[src/rtl/bcd_count_scan_ctrl.sv]
// bcd_count_scan_ctrl: run/hold/clear BCD counter with multiplexed seven-segment scan.
// Optional COUNT_DOWN_EN adds the up_down port for decrementing steps.
module bcd_count_scan_ctrl #(
  parameter int DIGITS    = 4,
  parameter int SCAN_DIV  = 12000,
  parameter int COUNT_DIV = 1200000
) (
  input  logic              clk,
  input  logic              rst,
  input  logic              start_stop,
  input  logic              clear,
`ifdef COUNT_DOWN_EN
  input  logic              up_down,
`endif
  output logic [8:0]        seg_led,
  output logic [DIGITS-1:0] dig_sel,
  output logic              running,
  output logic              overflow
);
  localparam int CW = COUNT_DIV > 1 ? $clog2(COUNT_DIV) : 1;
  localparam int SW = SCAN_DIV > 1 ? $clog2(SCAN_DIV) : 1;
  localparam int IW = $clog2(DIGITS);
  localparam logic [CW-1:0] CMAX = CW'(COUNT_DIV - 1);
  localparam logic [SW-1:0] SMAX = SW'(SCAN_DIV - 1);
  localparam logic [IW-1:0] IMAX = IW'(DIGITS - 1);
  localparam logic [DIGITS-1:0] ONE = DIGITS'(1);

  typedef enum logic [1:0] {IDLE, RUN, HOLD} state_t;

  state_t                  r_state, w_next;
  logic [CW-1:0]           r_cpre;
  logic [SW-1:0]           r_spre;
  logic [IW-1:0]           r_idx;
  logic [DIGITS-1:0][3:0]  r_dig, w_step;
  logic                    w_up, w_tick, w_carry;
  logic [3:0]              w_lim, w_wrap;

`ifdef COUNT_DOWN_EN
  assign w_up = up_down;
`else
  assign w_up = 1'b1;
`endif
  assign w_lim  = w_up ? 4'd9 : 4'd0;
  assign w_wrap = w_up ? 4'd0 : 4'd9;
  assign w_tick = r_state == RUN && r_cpre == CMAX && !clear;

  function automatic logic [8:0] seg7(input logic [3:0] d);
    case (d)
      4'd0: seg7 = 9'h03f;
      4'd1: seg7 = 9'h006;
      4'd2: seg7 = 9'h05b;
      4'd3: seg7 = 9'h04f;
      4'd4: seg7 = 9'h066;
      4'd5: seg7 = 9'h06d;
      4'd6: seg7 = 9'h07d;
      4'd7: seg7 = 9'h007;
      4'd8: seg7 = 9'h07f;
      4'd9: seg7 = 9'h06f;
      default: seg7 = 9'h000;
    endcase
  endfunction

  always_comb w_next = clear ? IDLE : !start_stop ? r_state : r_state == RUN ? HOLD : RUN;

  // Ripple the carry/borrow through every digit in one cycle; final carry is the wrap.
  always_comb begin
    w_carry = 1'b1;
    w_step  = r_dig;
    for (int i = 0; i < DIGITS; i++) begin
      if (w_carry) w_step[i] = r_dig[i] == w_lim ? w_wrap : w_up ? r_dig[i] + 4'd1 : r_dig[i] - 4'd1;
      w_carry = w_carry && r_dig[i] == w_lim;
    end
  end

  always_ff @(posedge clk or negedge rst) begin
    if (!rst) begin
      r_state  <= IDLE;
      r_cpre   <= '0;
      r_spre   <= '0;
      r_idx    <= '0;
      r_dig    <= '0;
      seg_led  <= 9'h03f;
      dig_sel  <= ~ONE;
      running  <= 1'b0;
      overflow <= 1'b0;
    end else begin
      r_state  <= w_next;
      running  <= w_next == RUN;
      r_cpre   <= clear || r_state == IDLE ? '0 : r_state == HOLD ? r_cpre : r_cpre == CMAX ? '0 : r_cpre + 1'b1;
      r_dig    <= clear ? '0 : w_tick ? w_step : r_dig;
      overflow <= w_tick && w_carry;
      r_spre   <= r_spre == SMAX ? '0 : r_spre + 1'b1;
      if (r_spre == SMAX) r_idx <= r_idx == IMAX ? '0 : r_idx + 1'b1;
      seg_led  <= seg7(r_dig[r_idx]);
      dig_sel  <= ~(ONE << r_idx);
    end
  end
endmodule

[config.mk]
export PLATFORM = sky130hd
export DESIGN_NAME = bcd_count_scan_ctrl
export DESIGN_NICKNAME = d
export VERILOG_FILES = /design/src/rtl/bcd_count_scan_ctrl.sv
export SDC_FILE = /design/constraint.sdc
export NUM_CORES = 1
export LEC_CHECK = 0
export ABC_CLOCK_PERIOD_IN_PS = 6620
export CAP_MARGIN = 25
export CORE_MARGIN = 5
export CORE_UTILIZATION = 59
export CTS_BUF_LIST = sky130_fd_sc_hd__clkbuf_8
export CTS_CLUSTER_SIZE = 28
export DETAILED_ROUTE_END_ITERATION = 10
export GPL_TIMING_DRIVEN = 0
export PLACE_DENSITY = 0.79
export SYNTH_ARGS = -nofsm -noshare
export SYNTH_HDL_FRONTEND = slang
export SYNTH_SLANG_ARGS = --single-unit
[constraint.sdc]
create_clock -name clk -period 6.62 [get_ports clk]
set_clock_uncertainty 0.2 [all_clocks]
set_input_delay 1.324 -clock clk [delete_from_list [all_inputs] [get_ports clk]]
set_output_delay 1.324 -clock clk [all_outputs]
set_load 0.01 [all_outputs]
# --- Yosys cells after proc, flatten, opt, wreduce, memory -nomap -nowiden ---
# Memory sizes are Yosys's and may differ from the RTL's. A register that Yosys moved wholly into a read port is not among the register bits.
# Index checks and enable logic that the tools add are counted.
word_totals:
  wordCells: 70
  n_memories: 1
  romBits: 112
  input_bits: 4
  reg_bits: 70
  out_inout_bits: 15
op_classes:
  n_bitwise: 1
  muxes: 19
  n_shift: 1
  n_addsub: 7
  reduce_logical: 17
  n_lt_le_gt_ge: 1
  eq_ne: 11
mem_list:
  columns: ["name", "depth", "width", "read_ports", "rd_clocked_by_memory_dff", "wr", "line_no", "rtl"]
  rows:
  - ["(no name shown)", 16, 7, 1, 1, 0, "48", "case (d)"]
op_table:
  columns: ["op", "count"]
  rows:
  - ["2-to-1 mux 21 bit", 3]
  - ["2-to-1 mux 16 bit", 2]
  - ["2-to-1 mux 4 bit", 8]
  - ["adder 21 x 1 -> 21 bit (second input constant)", 1]
  - ["== test 21 bit (second input constant)", 1]
  - ["adder 4 x 1 -> 4 bit (second input constant)", 4]
  - ["== test 4 bit (second input constant)", 4]
  - ["adder 14 x 1 -> 14 bit (second input constant)", 1]
  - ["== test 14 bit (second input constant)", 1]
  - ["2-to-1 mux 14 bit", 1]
  - ["binary-select mux 4 bit (select 2 bit)", 1]
  - ["2-to-1 mux 2 bit", 4]
  - ["nonzero test 2 bit", 4]
  - ["logical AND 1 bit", 6]
  - ["AND reduction 2 bit", 3]
  - ["== test 2 x 1 -> 1 bit (second input constant)", 2]
  - ["== test 2 bit (second input constant)", 2]
  - ["inverter 4 bit", 1]
  - ["left shift 1 x 2 -> 4 bit (first input constant)", 1]
  - ["< comparator 2 x 3 -> 1 bit (second input constant)", 1]
  - ["adder 2 x 1 -> 2 bit (second input constant)", 1]
  - ["logical NOT 1 bit", 2]
  - ["logical NOT 2 bit", 1]
  - ["inequality test 2 bit (second input constant)", 1]
  - ["logical OR 1 bit", 1]

# --- Logic depth before layout (Yosys ltp) ---
depth:
  ltp_word: 6
  ltp_mapped: 7
  depth_no_buf: 7

# --- Least setup slack after synthesis ---
# OpenSTA, ideal clock, no wires.
synth_timing:
  path_type: "input port to flip-flop"
  from: "in clear"
  to: "reg r_cpre[15]"
  n_path_buf: 1
  setup_time_ns: 0.121
  t_arrival_ns: 2.578
  path_stages: 6
  path_slack_ns: 3.721
  t_required_ns: 6.299
  cell_sequence: "clkbuf_1 nor3b_1 nor4_1 nand4_1 xor2_1 nor2_1"
synth_between:
  elab_chain_len: 2
  elab_cells_between_ends: 3
  cone_classes: "1 x eq/ne; 1 x mux; 1 x reduce/logical"
synth_rtl:
  columns: ["item", "line_no", "rtl"]
  rows:
  - ["start: declaration", "11", "input logic clear,"]
  - ["logical OR 1 bit (*)", "89", "r_cpre <= clear || r_state == IDLE ? '0 : r_state == HOLD ? r_cpre : r_cpre == CMAX ? '0 : r_cpre + 1'b1;"]
  - ["inequality test 2 bit (no line) / 2-to-1 mux 21 bit (equally long branches)", null, null]
  - ["end signal: assignment", "89", null]
  - ["end: declaration", "31", "logic [CW-1:0] r_cpre;"]
# Every way passes the cells marked *; elsewhere a longest branch is shown, timed or not.
# A chain may end at the register's enable or synchronous reset.

# --- Worst setup path in the final report ---
layout_timing:
  from: "in clear"
  to: "reg r_cpre[19]"
# Same word-level chain as after synthesis.

==> run summary <==
The total overflow reported by the global router is 0. 0 antenna diodes ended up in the layout. The worst relative slew slack is 39.12%. At the pin with the least slew margin, the transition time is 0.9048 ns.

The placed cell count is 450. The number of maximum-capacitance constraint violations is 0. The period utilization came out at 44.50%. The area of the placeable core came out at approximately 5900 um^2. Excluding fillers, the count of instances in the completed layout stands at 466. The most used flip-flop cell after synthesis is dfrtp_1. The maximum number of pins on one net before global-route repair came out at 69.

The number of enable flip-flop cells after synthesis came out at 0. The combined area of all synthesized cells is 3580 um^2. The area of the die is between 7000 and 8000 um^2. The total power density per cell area came out at between 200 and 250 nW/um^2. The standard-cell row count is 28. The die height is 87.89 um. The total of fill cells in the finished design came out at around 440. The total clock buffers created by CTS came out at 9.

STA classifies the critical path startpoint as an input port. The routed wirelength normalized by instance count came out at 14.42 um. The clock passes through at most 2 buffers. Measured on the finished design, the core utilization comes to 68.41%. The post-cts gate resize count came out at 0. The number of setup buffers added after CTS is 0.

The first global-routing pass estimated 12.11 mm of wire. The via count of the first global-routing pass came out at 2693. The initial antenna violation count came out at 0. Setup violations remaining at the end of the flow were counted as 0. Summed over all layers, the routed wires come to around 6.7 mm. The aggregate negative setup slack is 0 ns.

Setup repair after global routing left no endpoint under its margin. For this design, the sink count on the clock tree is 68. The synthesized flop and latch total is 68.

The final max-slew violation count came to 0. Before CTS, the worst setup slack after placement is 3.312 ns. The post-layout minimum cycle time is 2.946 ns. Cells with a size suffix above 1 make up under 10% of the layout. The DRC violation total after the first TritonRoute iteration came out at 136.

The width of the die came out at 87.89 um. The library cell used most frequently in the layout, excluding fill and tap cells, is dfrtp_1. In the routed layout, each cell is associated on average with a via count of approximately 5.7. The average cell area after synthesis came out at approximately 10 um^2. The top cell types in the final layout, fill and taps aside, are dfrtp_1 (59), nor2_1 (36), nand3_1 (27). The required time of the critical path is around 6.7 ns. The tree is rooted in a clkbuf_8. The worst hold path belongs to the class reg -> reg. In this run the remaining antenna-violating nets after routing total 0. Of all flip-flops after synthesis, the portion carrying an async set or reset was 100.0%.

After synthesis, the largest area contributor takes up 41.24% of total cell area. The maximum fanout along the worst path is 7. TritonCTS built the clock tree. The sequential area share after synthesis came out at 47.85%.

Timing would allow up to 339.5 MHz. After clock tree synthesis, the flow added hold-fix buffers numbering 0. After the last flow step, the layout net total stands at 410. The kind of capture point of the worst setup path is a register. VDD sags by at most 0.1985 mV. By area the synthesized netlist is led by dfrtp_1 (41%), ha_1 (7.0%), dfstp_2 (6.6%). The worst-case hold slack came out at about 0.28 ns. Global routing consumed, over all layers together, between 10% and 20% of the routing resources. The placer's final routability congestion estimate is between 0.8 and 0.9. Summed over all cells, the static leakage comes to 1.718 nW. The half-perimeter wire length of the detailed placement result came out at between 4 and 5 mm. The flow ran to the end, and the final reports show no timing, DRC or antenna violations.

The total of buffers placed on input and output ports came out at 15. The total of warnings raised by yosys is 0. In this run the number of H-tree levels came out at 3. The initial core utilization came out at 60.46%. The count of unresolved DRC violations after routing is 0. Counting distinct cell types in the post-synthesis netlist gives 43. In the synthesized netlist, the number of instances is 359. From synthesis to final layout, the design area changed by 13.14%.

The pre-antenna-repair detailed-routing pass consisted of 4 iterations. The final-report hold violation count is 0. The arrival time at the worst endpoint is 2.98 ns. The insertion delay of the later-clocked pin in the worst-skew pair came out at about 0.35 ns. The top-level port count came out at 19. Across all setup checks in the final design, the least slack found is 3.674 ns. The clock-pin slew reported for the worst setup and hold paths after clock tree synthesis came out at around 0.070 ns. The synthesized design spends more area on one cell type than any other, namely dfrtp_1. The detailed router placed 2638 vias in this run. The critical path is of the in -> reg type.
state kept, by name, summed over array words and instances, names as in the netlist:
name / flops
r_cpre: 21
seg_led: 7
running: 1
r_idx: 2
r_dig: 16
overflow: 1
r_state: 2
r_spre: 14
dig_sel: 4
synth_stat cells (all sizes together) (2+ instances only):
master   n
clkbuf   8
inv     21
or4      4
nor3     3
and2     3
a21oi   24
ha      20
nand2   24
nand3   28
mux2i    3
nand4    7
xnor2   10
nand3b   2
nor2b    8
or3     12
nor3b    2
mux4     4
o22ai    4
nand2b   4
and3     9
and3b    3
dfstp    9
nor2    36
a21o     2
xor2    16
dfrtp   59
o21ai   16
buf      3
nor4     5
metrics by stage:
| stage | power (mW) | area (um^2) |
|---|---|---|
| after floorplan | 0.4409 | 3583 |
| after global placement | 0.4551 | 3827 |
| after detailed placement | 0.4555 | 3825 |
| after CTS | 0.8398 | 4050 |
| after global routing | 0.8618 | 4050 |
| final | 0.8334 | 4050 |
final cells by class:
type	instances	area [um^2]	share of cell area, %
sequential	68	1713	42.29
clock inverter	6	87.58	2.162
timing repair buffer	15	147.6	3.645
clock buffer	10	137.6	3.398
buffer	11	60.06	1.483
inverter	21	78.83	1.946
multi-input combinational	260	1732	42.76
tap	75	93.84	2.317
kinds of logic (layout without fill, tap and decap cells):
kind of cell	after synthesis	after routing	synth area share, %
other cells	1	2	0.1048
fa+ha+maj	20	20	6.991
simple gates	154	154	23.63
compound gates	51	51	7.830
mux	7	7	3.356
xor+xnor	26	26	6.361
flops	68	68	47.85
buf+inv	32	63	3.880
report_power, final:
group	internal [mW]	switching [mW]
Clock	0.222	0.165
Combinational	0.00795	0.0200
Sequential	0.417	0.00142
layer usage:
layer	vias to the layer above	GRT usage, %	wire [um]
met5	-	0	0
met4	0	9.763	91
met3	8	2.822	188
met2	43	33.70	3390
met1	1298	25.15	3053
li1	1289	-	-
critical path, cell delays in order:
cell and delay [ns]:
clkbuf_1 0.25, nor3b_1 0.15, nor4_1 0.80, nand4_1 0.21, xor2_1 0.19, nor2_1 0.06
final timing paths:
| path | start | endpoint | slack [ns] | cells past startpoint |
|---|---|---|---|---|
| min | r_spre[4] | r_spre[4] | 0.28 | 1 |
| max reg2reg | r_cpre[15] | r_dig[10] | 4.15 | 5 |
| min reg2reg | r_spre[4] | r_spre[4] | 0.28 | 1 |
| max | clear | r_cpre[19] | 3.67 | 6 |
| min in group asynchronous | rst | r_dig[15] | 0.86 | 1 |
| max in group asynchronous | rst | seg_led[6] | 4.79 | 1 |
Power figures use the tool's default switching activity.
==> RTL edit: new RTL, same settings <==
Put one more register stage on the output `seg_led`, with the module's reset. The value now appears one clock later. The other outputs are not delayed to match.
--- a/src/rtl/bcd_count_scan_ctrl.sv
+++ b/src/rtl/bcd_count_scan_ctrl.sv
@@ -27,4 +27,6 @@
 
   typedef enum logic [1:0] {IDLE, RUN, HOLD} state_t;
+
+  logic [8:0] seg_led_s0;
 
   state_t                  r_state, w_next;
@@ -80,5 +82,5 @@
       r_idx    <= '0;
       r_dig    <= '0;
-      seg_led  <= 9'h03f;
+      seg_led_s0 <= 9'h03f;
       dig_sel  <= ~ONE;
       running  <= 1'b0;
@@ -92,8 +94,16 @@
       r_spre   <= r_spre == SMAX ? '0 : r_spre + 1'b1;
       if (r_spre == SMAX) r_idx <= r_idx == IMAX ? '0 : r_idx + 1'b1;
-      seg_led  <= seg7(r_dig[r_idx]);
+      seg_led_s0 <= seg7(r_dig[r_idx]);
       dig_sel  <= ~(ONE << r_idx);
     end
   end
+  always_ff @(posedge clk or negedge rst) begin
+    if (!rst) begin
+      seg_led <= '0;
+    end else begin
+      seg_led <= seg_led_s0;
+    end
+  end
+
 endmodule
 
Formal check against the unedited RTL: not equivalent (Yosys sat finds a counterexample within 4 cycles, from zero or initial values and one cycle with rst low).
==> RTL edit against the unedited design <==
Total power is 2.8% higher; sequential power rose by 11%; largest power group unchanged; clock power decreased by 7.5%; routed wire length rose by 20%; design area up 11%; synthesized cell count up 11%; sequential cell count rose by 7; setup slack lost 0.26 ns; synthesized area up 12%; critical endpoint unchanged.
==> RTL edit: results (changes against the unedited design) <==
[setup_path]
worstPathArrival_ns=3.28  ; +0.30 ns
slowest_stage=or4_1
path_max_fanout=10  ; +3
cp_slowest_stage_delay_ns=0.53  ; -0.27 ns
reg2reg_slack_ns=3.92  ; -0.23 ns

[global_route]
grt_pass1_wl_um=13800  ; +14%
gr-usage-met2_pct=32.0  ; -1.7 points
grt_use_met1_pct=27.5  ; +2.4 points
globalRouteTotalUtil_pct=20.2  ; +0.26 points
grt_max_degree=51  ; -26%
use_met3_pct=3.90  ; +1.1 points
grt_pass1_vias=2963  ; +10%

[finish]
buffers=38  ; +46%
multi_input_area_share_pct=43.6  ; +0.83 points
clkCellAreaFrac_pct=4.50  ; -1.1 points
nets=451  ; +10%
fill_cells=535  ; +22%
register_area_sq_um=1890  ; +10%
stdcell_area_sq_um=4500  ; +11%
inverters=20  ; -4.8%
clock_buffers=10  ; unchanged
buf_share_pct=6.11  ; +0.98 points
syn_to_final_growth_pct=12.1
drive_gt1_share_pct=11.6  ; +1.9 points
multi_input_cells=283  ; +8.8%

[power_and_ir_drop]
ir_drop_v=0.000131  ; -34%
clock_power_share_pct=41.8  ; -4.6 points
leakagePower_nw=1.85  ; +7.8%
intPower_w=0.000656  ; +1.5%
pg_comb_w=0.0000354  ; +27%
swShare_pct=23.4  ; +1.0 points

[drt]
drtIter0Drc=168  ; +24%
drt-met1-wl_um=3820  ; +25%
wl_um=8040  ; +20%
wl_met3_um=286  ; +52%
dr_wl_met2_um=3780  ; +12%
num_vias=3072  ; +16%

[synthesis]
synth.distinct_cells=61  ; +42%
ys_seq_area_share_pct=47.0  ; -0.86 points
synth_cells=398  ; +11%
synthTopCellsByCount=dfrtp_1 (66), nor2_1 (26), a21oi_1 (25)
synthTopCellsByArea=dfrtp_1 (41%), ha_1 (6.2%), dfstp_2 (5.9%)
synth_compound_area_share_pct=11.9  ; +4.1 points
synth_xor_xnor_area_share_pct=3.49  ; -2.9 points
synthMuxAreaShare_pct=3.89  ; +0.54 points
yosys.area_share.adder_pct=6.23  ; -0.76 points

[place]
post-place-ws_ns=3.06  ; -0.252 ns
gp_congestion=0.903  ; +9.6%
dpl-instance-area_sq_um=4300  ; +12%
dpl.hpwl_um=5680  ; +22%
dp.cells=496  ; +10%

[run_status]
status=completed

[cts]
cts_buffers=9  ; unchanged
cts_sinks=75  ; +10%

[timing]
holdWs_ns=0.153  ; -0.132 ns
period_share_pct=48.4  ; +3.9 points
worst_pin_slew_ns=0.791  ; -0.114 ns

RTL edit: cell count changes in the layout (fill, tap and decap cells not counted), moves of 6 or more:
cell      before  now
clkbuf_1       7   15
o21ai_0       16   23
and4_1         1    8
dfrtp_1       59   66
nand2_1       24   18
nor3_1         3   11
xor2_1        16    8
or3_1         12    6
nand3_1       27   20
nand4_1        7   13
nor2_1        36   26
RTL edit: worst paths after layout:
| kind | from | endpoint | cells after the start |
|---|---|---|---|
| worst max-delay path | clear | r_cpre[19] | 6 |
| worst min-delay path | seg_led_s0[6] | seg_led[6] | 0 |
| worst max register to register | r_cpre[12] | r_cpre[10] | 5 |
| worst min register to register | seg_led_s0[6] | seg_led[6] | 0 |
| max in group asynchronous | rst | dig_sel[1] | 2 |
| min in group asynchronous | rst | r_cpre[17] | 1 |
RTL edit: worst max-delay path, delay by kind of cell:
| family | cells | cell delay, ns |
|---|---|---|
| simple gates | 3 | 1.26 |
| buf+inv | 2 | 0.53 |
| compound gates | 1 | 0.16 |
